### src/rtl/display_7seg_scan_pkg.sv
// Shared constants for the 4-digit 7-segment scanner:
// active-high gfedcba patterns, FSM encodings, digit count.
package display_7seg_scan_pkg;

  localparam int NDIG = 4;

  localparam logic [6:0] SEG_0    = 7'h3F;
  localparam logic [6:0] SEG_1    = 7'h06;
  localparam logic [6:0] SEG_2    = 7'h5B;
  localparam logic [6:0] SEG_3    = 7'h4F;
  localparam logic [6:0] SEG_4    = 7'h66;
  localparam logic [6:0] SEG_5    = 7'h6D;
  localparam logic [6:0] SEG_6    = 7'h7D;
  localparam logic [6:0] SEG_7    = 7'h07;
  localparam logic [6:0] SEG_8    = 7'h7F;
  localparam logic [6:0] SEG_9    = 7'h6F;
  localparam logic [6:0] SEG_DASH = 7'h40;

  typedef enum logic [1:0] {
    S_LOAD  = 2'd0,
    S_BLANK = 2'd1,
    S_DRIVE = 2'd2
  } state_t;

endpackage

### src/rtl/bcd_to_7seg.sv
// BCD digit to active-high gfedcba segment pattern.
// Non-BCD codes 10..15 show a dash.
module bcd_to_7seg
  import display_7seg_scan_pkg::*;
(
  input  logic [3:0] bcd_i,
  output logic [6:0] seg_o
);

  always_comb begin
    seg_o = SEG_DASH;
    case (bcd_i)
      4'd0:    seg_o = SEG_0;
      4'd1:    seg_o = SEG_1;
      4'd2:    seg_o = SEG_2;
      4'd3:    seg_o = SEG_3;
      4'd4:    seg_o = SEG_4;
      4'd5:    seg_o = SEG_5;
      4'd6:    seg_o = SEG_6;
      4'd7:    seg_o = SEG_7;
      4'd8:    seg_o = SEG_8;
      4'd9:    seg_o = SEG_9;
      default: seg_o = SEG_DASH;
    endcase
  end

endmodule

### src/rtl/display_7seg_scan.sv
// 4-digit multiplexed 7-segment scanner with frame snapshot and anti-ghost blanking.
// Optional LEADING_ZERO_BLANK_EN suppresses leading zero digits 3..1.
module display_7seg_scan
  import display_7seg_scan_pkg::*;
#(
  parameter int CLK_DIV    = 1000,
  parameter int GHOST_CYC  = 50,
  parameter bit ACTIVE_LOW = 1'b1
) (
  input  logic       clk,
  input  logic       rst,
  input  logic       enable,
  input  logic [3:0] unidade,
  input  logic [3:0] dezena,
  input  logic [3:0] centena,
  input  logic [3:0] milhar,
  input  logic [3:0] dp_in,
  output logic [6:0] seg,
  output logic       dp,
  output logic [3:0] an,
  output logic       frame_done
);

  localparam int CW = $clog2(CLK_DIV);
  localparam logic [CW-1:0] CNT_LAST = CW'(CLK_DIV - 1);
  localparam logic [CW-1:0] GH_LAST  = CW'(GHOST_CYC - 1);
  localparam logic       INV     = ACTIVE_LOW;
  localparam logic [3:0] AN_OFF  = {4{INV}};
  localparam logic [6:0] SEG_OFF = {7{INV}};

  state_t state_q, state_d;
  logic [CW-1:0] cnt_q, cnt_d;
  logic [1:0] idx_q, idx_d;
  logic [NDIG-1:0][3:0] dig_q, dig_d;
  logic [3:0] dps_q, dps_d;
  logic [6:0] seg_q, seg_d;
  logic dp_q, dp_d;
  logic [3:0] an_q, an_d;
  logic fd_q, fd_d;
  logic [6:0] seg_raw;
  logic lz_blank;

  bcd_to_7seg u_dec (
    .bcd_i (dig_q[idx_q]),
    .seg_o (seg_raw)
  );

`ifdef LEADING_ZERO_BLANK_EN
  always_comb begin
    lz_blank = 1'b0;
    unique case (idx_q)
      2'd3: lz_blank = (dig_q[3] == 4'd0) && !dps_q[3];
      2'd2: lz_blank = (dig_q[3] == 4'd0) && (dig_q[2] == 4'd0)
                       && !dps_q[2];
      2'd1: lz_blank = (dig_q[3] == 4'd0) && (dig_q[2] == 4'd0)
                       && (dig_q[1] == 4'd0) && !dps_q[1];
      default: lz_blank = 1'b0;
    endcase
  end
`else
  assign lz_blank = 1'b0;
`endif

  // cnt is the cycle index inside the slot; S_LOAD is index 0 of digit 0
  always_comb begin
    state_d = state_q;
    cnt_d   = cnt_q;
    idx_d   = idx_q;
    dig_d   = dig_q;
    dps_d   = dps_q;
    an_d    = AN_OFF;
    seg_d   = SEG_OFF;
    dp_d    = INV;
    fd_d    = 1'b0;
    unique case (state_q)
      S_LOAD: begin
        dig_d   = {milhar, centena, dezena, unidade};
        dps_d   = dp_in;
        idx_d   = 2'd0;
        cnt_d   = CW'(1);
        state_d = (GHOST_CYC == 1) ? S_DRIVE : S_BLANK;
      end
      S_BLANK: begin
        if (enable) begin
          cnt_d = cnt_q + CW'(1);
          if (cnt_q == GH_LAST) state_d = S_DRIVE;
        end
      end
      S_DRIVE: begin
        if (enable) begin
          if (!lz_blank) begin
            an_d[idx_q] = ~INV;
            seg_d       = seg_raw ^ SEG_OFF;
            dp_d        = dps_q[idx_q] ^ INV;
          end
          if (cnt_q == CNT_LAST) begin
            cnt_d = '0;
            if (idx_q == 2'd3) begin
              idx_d   = 2'd0;
              fd_d    = 1'b1;
              state_d = S_LOAD;
            end else begin
              idx_d   = idx_q + 2'd1;
              state_d = S_BLANK;
            end
          end else begin
            cnt_d = cnt_q + CW'(1);
          end
        end
      end
      default: state_d = S_LOAD;
    endcase
  end

  always_ff @(posedge clk) begin
    if (rst) begin
      state_q <= S_LOAD;
      cnt_q   <= '0;
      idx_q   <= 2'd0;
      dig_q   <= '0;
      dps_q   <= 4'd0;
      an_q    <= AN_OFF;
      seg_q   <= SEG_OFF;
      dp_q    <= INV;
      fd_q    <= 1'b0;
    end else begin
      state_q <= state_d;
      cnt_q   <= cnt_d;
      idx_q   <= idx_d;
      dig_q   <= dig_d;
      dps_q   <= dps_d;
      an_q    <= an_d;
      seg_q   <= seg_d;
      dp_q    <= dp_d;
      fd_q    <= fd_d;
    end
  end

  assign seg        = seg_q;
  assign dp         = dp_q;
  assign an         = an_q;
  assign frame_done = fd_q;

endmodule

### config.mk
export PLATFORM = sky130hd
export DESIGN_NAME = display_7seg_scan
export DESIGN_NICKNAME = d
export VERILOG_FILES = /design/src/rtl/display_7seg_scan_pkg.sv /design/src/rtl/bcd_to_7seg.sv /design/src/rtl/display_7seg_scan.sv
export SDC_FILE = /design/constraint.sdc
export NUM_CORES = 1
export LEC_CHECK = 0
export ABC_AREA = 1
export CORE_MARGIN = 2
export CORE_UTILIZATION = 57
export DETAILED_ROUTE_END_ITERATION = 10
export PLACE_DENSITY_LB_ADDON = 0.2
export SYNTH_ARGS = -nofsm -noshare
export SYNTH_HDL_FRONTEND = slang
export SYNTH_HIERARCHICAL = 1
export SYNTH_SLANG_ARGS = --single-unit
export TNS_END_PERCENT = 100
### constraint.sdc
create_clock -name clk -period 4.15 [get_ports clk]
set_input_delay 0.415 -clock clk [delete_from_list [all_inputs] [get_ports clk]]
set_output_delay 0.415 -clock clk [all_outputs]
set_load 0.005 [all_outputs]
Word-level counts from Yosys, hierarchy flattened
Memories as Yosys holds them, arrays and structs flattened.
Index checks and enable logic that the tools add are counted.
Widths: inputs -> output; s select.
{ "classes": {"n_addsub": 2, "n_lt_le_gt_ge": 2, "eq_ne": 9, "muxes": 21, "bitwise_logic": 6, "n_reduce_logical": 9} }
{ "ops": {"columns": ["operator", "count"], "rows": [
  ["$mux 10", 3],
  ["$pmux 10 s3", 1],
  ["$mux 2", 7],
  ["$add 10x1->10 const B", 1],
  ["$eq 10x10->1 const B", 1],
  ["$eq 10x6->1 const B", 1],
  ["$bmux 4 s2", 1],
  ["$ne 2x2->1 const B", 4],
  ["$not 7->7", 1],
  ["$pmux 2 s3", 1],
  ["$reduce_and 3->1", 2],
  ["$eq 2x2->1 const B", 2],
  ["$mux 1", 4],
  ["$mux 4", 1],
  ["$not 1->1", 4],
  ["$not 4->4", 1],
  ["$pmux 2 s2", 1],
  ["$reduce_and 4->1", 1],
  ["$reduce_or 4->1", 1],
  ["$lt 2x3->1 const B", 1],
  ["$reduce_bool 3->1", 1],
  ["$reduce_or 3->1", 1],
  ["$add 2x1->2 const B", 1],
  ["$bmux 1 s2", 1],
  ["6 further kinds", 6]
]} }
{ "word_totals": {"ff_bits": 47, "romBits": 112, "input_bits": 23, "out_inout_bits": 13, "wordCells": 62, "n_memories": 1} }
{ "mem_list": {"columns": ["memory", "words", "word_bits", "read_ports", "rd_ports_with_merged_regs", "wr", "line", "source"], "rows": [
  ["(name not given)", 16, 7, 1, 0, 0, "bcd_to_7seg.sv:12", "case (bcd_i)"]
]} }

Logic depth before layout (Yosys ltp)
Gate-level depths: netlist of the first run.
{ "depth": {"ltp_word": 5, "depth_mapped": 12, "mapped_depth_nobuf": 11} }

Hierarchy
The synthesis of the first run kept the hierarchy.
{ "by_module_without_submodules": {"columns": ["module", "n_inst", "cells_each", "area_each_um2", "seq_area_each_um2"], "rows": [
  ["display_7seg_scan", 1, 283, 2135.8, 940.9],
  ["bcd_to_7seg", 1, 36, 192.7, 0.0]
]} }

Worst setup path after synthesis of the first run
OpenSTA, ideal clock, no wires.
{ "synth_timing": {"path_kind": "reg-to-reg", "startpoint": "register idx_q[0]", "endpoint": "register seg_q[3], in the netlist seg[3]", "setup_time_ns": 0.119, "arrival_ns": 1.694, "required_time_ns": 4.031, "slack_ns": 2.337, "path_stages_with_launch": 12, "n_path_buf": 1, "path_cell_list": "dfxtp_1 > inv_1 > clkbuf_1 > o21ai_0 > o22ai_1 > inv_1 > ha_1 > nand2_1 > nand2_1 > nand2_1 > nand2_1 > nand2_1"} }
{ "synth_via": {"elab_chain_len": 4} }
{ "synth_lines": {"columns": ["element", "line", "source"], "rows": [
  ["start, declared", "display_7seg_scan.sv:33", "logic [1:0] idx_q, idx_d;"],
  ["start signal, assigned", "display_7seg_scan.sv:129", "idx_q <= idx_d;"],
  ["$bmux 4 s2", "display_7seg_scan.sv:44", ".bcd_i (dig_q[idx_q]),"],
  ["$mux 4 (implied by the code)", "display_7seg_scan.sv:44", null],
  ["$mem_v2 16x7", null, null],
  ["net seg_raw[3]", "display_7seg_scan.sv:40", "logic [6:0] seg_raw;"],
  ["$not 7->7 (no line)", null, null],
  ["end signal, assigned", "display_7seg_scan.sv:133", "seg_q <= seg_d;"],
  ["end, declared", "display_7seg_scan.sv:36", "logic [6:0] seg_q, seg_d;"]
]} }
The timed path passes the listed nets, and every way through them passes these cells. The select of a mux whose other input is x is not followed.
A chain may end at the register's enable or synchronous reset.

Final worst setup path of the first run
Ends and elaborated chain as after synthesis.

==> summary.txt, run 1 <==
CTS
  – Clk Latency, worst-skew pair: 310 ps
  – CTS buffer count: 5
  – Setup Buffers After CTS: 0
  – Hold buffers post-CTS: 0
  – CTS resizes: 0
  – Clock slew at reported path FFs: 90 ps
  – Sink Count: 47
  – Longest Clk Path Bufs: 2
  – CTS HTree Levels: 2
  – Root buffer cell: clkbuf_8
  – CTS tree: yes

Drt
  – Met1 Routed Length: 2270 µm
  – Drt first-iter violations: 97
  – Vias: 2077
  – Uppermost layer routed: met4
  – DRT antenna net count: 0
  – Met2 WL: 2410 µm
  – # DRC: 0
  – DRT Pass-1 Iters: 4
  – Total Wirelength: 4980 µm
  – Vias/cell: 5.15
  – Routed met3 length: 244 µm
  – Routed len/inst: 12.4 µm

Logic synthesis
  – Number of standard cells after synthesis: 319
  – Top post-synthesis cells by area: dfxtp_1, nor2_1, ha_1
  – #FFs+latches synth: 47
  – Most frequent cell after synthesis: nor2_1
  – Post-synthesis area per instance: 7.30 µm²
  – Yosys cell types: 31
  – Register area share after synthesis: 0.404
  – Synth Flop Type: dfxtp_1
  – Top cell type's share of synthesized area: 0.404
  – Synth Cell Area: 2330 µm²
  – Fraction of registers with async set/reset: 0
  – Most frequent cells after synthesis: nor2_1, nand2_1, dfxtp_1, o21ai_0, inv_1
  – Yosys warnings: 6
  – EDFF count, synth: 0
  – Yosys top cell by area: dfxtp_1
  – Syn_nets: 359

Finish
  – Filler cell count: 338
  – Share of cells above drive strength 1: 0.0708
  – Nets@finish: 392
  – Antenna cell count: 0
  – Layout area overhead: 22.2%

Global routing
  – Initial antenna violation count: 0
  – GRT overflow: 0
  – GRT Overall Usage: 0.245
  – Pin count of the biggest net entering global routing: 28
  – Vias in the first global route: 1978
  – First-pass GRT wire length: 8520 µm

Die
  – Initial core utilization: 0.586
  – Core area: 3970 µm²
  – Std-Cell Rows: 23
  – Die ar.: 4610 µm²
  – IO Pins: 36
  – Die width: 67.9 µm
  – Die height: 67.9 µm

Place
  – Place WS: 1920 ps
  – PortBufs: 35
  – DP HPWL: 3500 µm
  – RePlAce Congestion: 0.940

Power
  – Peak VDD IR: 365 µV
  – Lkg Pwr: 1.21 nW
  – Pwr Density: 636 nW/µm²

Setup path
  – Critical path class: reg -> reg
  – CP most frequent cell: nand2_1
  – Top delay family on crit path: buffers and inverters
  – Worst setup SP type: register
  – Crit path required time: 4330 ps
  – Worst path arrival time: 2410 ps
  – Critical Path Start: idx_q[0]
  – Worst Path Buf+Inv: 2
  – FF-to-FF setup slack: 1920 ps
  – Reg2Reg Depth: 10
  – Worst-path cell chain: inv_1 > o21ai_0 > o22ai_1 > inv_1 > ha_1 > nand2_1 > nand2_1 > nand2_1 > nand2_1 > nand2_1
  – Critical Path Max Stage Delay: 470 ps
  – WP depth: 10
  – Reg2reg end: seg[3]
  – Critical path peak fanout: 15
  – Worst reg2reg path startpoint: idx_q[0]
  – CP max stage cell: dfxtp_1
  – Crit end category: register
  – CP endpoint: seg[3]

Timing
  – Fin crit period: 2230 ps
  – # setup viols final: 0
  – Pins Over Slew Limit: 0
  – RSZ-0062 raised after global routing: no
  – Final WS setup: 1920 ps
  – Skew final: 8.32 ps
  – Worst-Margin Slew: 689 ps
  – Period utilization: 0.537
  – Slew margin rel.: 0.539
  – Setup_tns: 0 ps
  – Hold Fails Final Rpt: 0
  – Fmax: 0.449 GHz
  – Worst hold margin: 490 ps

Worst hold path
  – Worst Hold Class: reg -> reg
  – Hold_sp: cnt_q[9]

Run status
  – Status: complete, no violations

Flow run
  – Max-cap viol count: 0
-- worst reg2reg max path, delay by kind of cell (launching register included) --
family                     cells  cell delay, ps
DFF                            1             470
buffers and inverters          2             550
AOI/OAI and AO/OA              2             430
adders and majority gates      1             320
and+or+nand+nor                5             330
-- power breakdown --
part	internal [mW]	switching [mW]
registers	0.559	0.0716
logic	0.274	0.502
clock network	0.240	0.163
-- layer usage --
metal / GRT usage / up-vias
met5: 0 / -
met1: 0.282 / 939
li1: - / 1082
met2: 0.438 / 52
met4: 0.0900 / 0
met3: 0.0625 / 4
-- flip-flops by register name, indices dropped and copies added, names as in the netlist --
signal	flops
an	4
cnt_q	10
state_q	2
seg	7
frame_done	1
dig_q	16
idx_q	2
dps_q	4
dp	1
-- through the flow --
step	utilization	total power [mW]	std cells	instance area, µm²
6_report	0.716	1.81	403	2850
5_1_grt	0.716	1.97	403	2850
4_1_cts	0.716	1.82	403	2850
3_5_place_dp	0.682	1.41	395	2710
3_3_place_gp	0.682	1.39	395	2710
2_1_floorplan	-	1.23	319	2330
-- layout by cell type, fill, tap and decap left out, types with 2 or more instances in the layout --
cell	count
o22ai_1	5
nand2_4	2
inv_2	2
nand3_1	12
nor3_1	2
clkdlybuf4s50_1	35
dfxtp_1	47
bufinv_16	2
clkbuf_8	5
nor2_1	72
nand4_1	5
a21oi_1	6
nand2_1	55
ha_1	17
o21ai_1	5
inv_1	27
nor2_4	2
o21ai_0	34
nand2_2	3
-- worst min path at each step --
stage | endpoint | cells after the start
after floorplan | cnt_q[9] | 2
after global placement | cnt_q[9] | 2
after detailed placement | cnt_q[9] | 2
after CTS | cnt_q[9] | 2
after global routing | cnt_q[9] | 2
final | cnt_q[9] | 2
-- layout make-up --
type / count / area (µm²) / share of cell area
Multi-Input combinational cell: 231 / 1230 / 0.432
Sequential cell: 47 / 941 / 0.331
Timing Repair Buffer: 36 / 358 / 0.126
Inverter: 31 / 119 / 0.0418
Clock buffer: 5 / 68.8 / 0.0242
Clock inverter: 3 / 67.6 / 0.0237
Tap cell: 50 / 62.6 / 0.0220
-- logic make-up (layout without fill, tap and decap cells) --
| logic type | Yosys count | after routing | share of synthesized area |
|---|---|---|---|
| and+or+nand+nor | 158 | 158 | 0.302 |
| AOI/OAI and AO/OA | 56 | 56 | 0.134 |
| DFF | 47 | 47 | 0.404 |
| buffers and inverters | 41 | 75 | 0.0682 |
| adders and majority gates | 17 | 17 | 0.0913 |
No activity file was read; power rests on OpenSTA's default activity.
==> run 2: changes to the inputs <==
--- a/config.mk
+++ b/config.mk
@@ -7,7 +7,7 @@
 export LEC_CHECK = 0
 export ABC_AREA = 1
 export CORE_MARGIN = 2
-export CORE_UTILIZATION = 57
+export CORE_UTILIZATION = 53
 export DETAILED_ROUTE_END_ITERATION = 10
 export PLACE_DENSITY_LB_ADDON = 0.2
 export SYNTH_ARGS = -nofsm -noshare
==> constraint.sdc (replaced) <==
create_clock -name clk -period 2.2 [get_ports clk]
set_input_delay 0.22 -clock clk [delete_from_list [all_inputs] [get_ports clk]]
set_output_delay 0.22 -clock clk [all_outputs]
set_load 0.005 [all_outputs]
==> run 2 against run 1 <==
Routed wire length down 6.6%. Global-route usage down 4.6 points. Flip-flop and latch count unchanged. Via count down 0.24%. Sequential share of layout area up 0.26 points. Register-to-register slack worse by 1700 ps. Highest routed layer unchanged. Critical path depth unchanged. Largest power group unchanged. Hold slack worse by 1.2 ps. Cell count up 1.5%. Total power up 73%.
==> summary.txt, run 2 (same netlist as run 1, synthesis figures left out) <==
Run status
  – Status: complete, no violations

CTS
  – Sink Count: 47
  – CTS buffer count: 5
  – Clk Latency, worst-skew pair: 300 ps
  – Hold buffers post-CTS: 0
  – CTS tree: yes
  – Longest Clk Path Bufs: 2
  – Clock slew at reported path FFs: 80 ps
  – Root buffer cell: clkbuf_8
  – CTS HTree Levels: 2
  – Setup Buffers After CTS: 0

Power
  – Seq pwr share: 0.382
  – Sw Share: 0.425
  – Part of the power in the clock network: 0.157
  – Internal: 1.80 mW
  – Peak VDD IR: 478 µV
  – Pwr Density: 1110 nW/µm²
  – Comb pwr share: 0.461
  – Lkg Pwr: 1.20 nW
  – NetSw: 1.33 mW
  – Total design power: 3.13 mW

Drt
  – Vias: 2072
  – DRT Pass-1 Iters: 4
  – # DRC: 0
  – Drt first-iter violations: 83
  – DRT antenna net count: 0
  – Vias/cell: 5.07
  – Total Wirelength: 4650 µm
  – Routed len/inst: 11.4 µm

Finish
  – Final instance area: 2820 µm²
  – Number of flip-flops in the largest register: 16
  – Layout area overhead: 21.2%
  – Nets@finish: 396
  – Register Area: 941 µm²
  – Antenna cell count: 0
  – Footprint of the multi-input gates: 1230 µm²
  – Filler cell count: 393
  – Share of cells above drive strength 1: 0.0784
  – Most frequent cells in the layout: nor2_1, nand2_1, dfxtp_1
  – Largest Register: dig_q
  – Commonest non-fill, non-tap cell in the layout: nor2_1

Die
  – Die ar.: 4940 µm²
  – Initial core utilization: 0.542
  – Std-Cell Rows: 24
  – IO Pins: 36
  – Die height: 70.3 µm
  – Die width: 70.3 µm
  – Core area: 4290 µm²

Setup path
  – Top delay family on crit path: flip-flops
  – Worst Path Buf+Inv: 2
  – CP max stage cell: dfxtp_1
  – Worst setup SP type: register
  – FF-to-FF setup slack: 260 ps
  – Reg2Reg Depth: 10
  – Crit path required time: 2400 ps
  – Worst reg2reg path startpoint: idx_q[0]
  – Reg2reg end: seg[3]
  – Worst-path cell chain: inv_2 > o21ai_0 > o22ai_1 > inv_1 > ha_1 > nand2_1 > nand2_1 > nand2_1 > nand2_1 > nand2_1
  – Crit end category: register
  – Critical Path Max Stage Delay: 440 ps
  – Critical path peak fanout: 15
  – Critical path class: reg -> reg
  – CP most frequent cell: nand2_1
  – Worst path arrival time: 2140 ps

Timing
  – Pins Over Slew Limit: 0
  – RSZ-0062 raised after global routing: no
  – Setup_tns: 0 ps
  – Final WS setup: 261 ps
  – # setup viols final: 0
  – Period utilization: 0.881
  – Hold Fails Final Rpt: 0
  – Slew margin rel.: 0.591
  – Worst-Margin Slew: 613 ps
  – Fmax: 0.516 GHz
  – Fin crit period: 1940 ps
  – Skew final: 7.46 ps

Global routing
  – First-pass GRT wire length: 8050 µm
  – Pin count of the biggest net entering global routing: 23
  – Vias in the first global route: 1887
  – Initial antenna violation count: 0
  – GRT overflow: 0
  – GRT Overall Usage: 0.200

Place
  – Place WS: 157 ps
  – RePlAce Congestion: 0.917
  – DP HPWL: 3470 µm
  – Placed Area: 2740 µm²
  – PortBufs: 35

Worst hold path
  – Hold depth: 2
  – Hold_sp: cnt_q[9]
  – WHS Endpoint: cnt_q[9]
  – Worst Hold Class: reg -> reg

Flow run
  – Max-cap viol count: 0
==> run 2: cell type report <==
class	instances	area share
flip-flops and latches	47	0.333
inverters	31	0.0421
clock buffers	7	0.0270
well taps	52	0.0230
clock inverters	1	0.00177
multi-input cells	231	0.435
repair buffers	40	0.137
==> run 2: worst max path at each step <==
| stage | depth (start not counted) | startpoint | slack, ps | to |
|---|---|---|---|---|
| floorplan | 11 | idx_q[0] | 390 | seg[3] |
| global placement | 10 | idx_q[0] | 280 | seg[3] |
| detailed placement | 10 | idx_q[0] | 160 | seg[3] |
| CTS | 10 | idx_q[0] | 130 | seg[3] |
| global route | 9 | idx_q[0] | 30 | seg[3] |
| finish | 10 | idx_q[0] | 260 | seg[3] |
==> run 2: timing repair <==
item / in CTS / in global routing
endpoints found under the setup margin: 0 / 3
gates resized for setup: 0 / 1
endpoints found under the hold margin: 0 / 0
==> run 2: metal layers <==
metal	up-vias	routed length (µm)	global-route usage
met5	-	0	0
met4	0	75	0.0940
met3	6	186	0.0375
li1	1091	-	-
met2	43	2180	0.334
met1	932	2210	0.246
==> run 2: power by group through the flow <==
stage	combinational, mW	clock, mW	sequential (mW)
6_report	1.44	0.491	1.19
3_5_place_dp	1.46	0	1.21
4_1_cts	1.46	0.507	1.19
5_1_grt	1.67	0.536	1.22
3_3_place_gp	1.43	0	1.21
2_1_floorplan	1.15	0	1.16
==> run 2: metrics by stage <==
stage	hold slack [ps]	instances	utilization
after CTS	495	409	0.657
after global routing	518	409	0.657
after global placement	477	401	0.638
after detailed placement	480	401	0.638
final	489	409	0.657
after floorplan	355	319	-
==> run 2: worst min-delay path, delay by kind of cell (launching register included) <==
family / cells / cell delay (ps)
AOI/OAI and AO/OA: 1 / 50
DFF: 1 / 330
and+or+nand+nor: 1 / 60
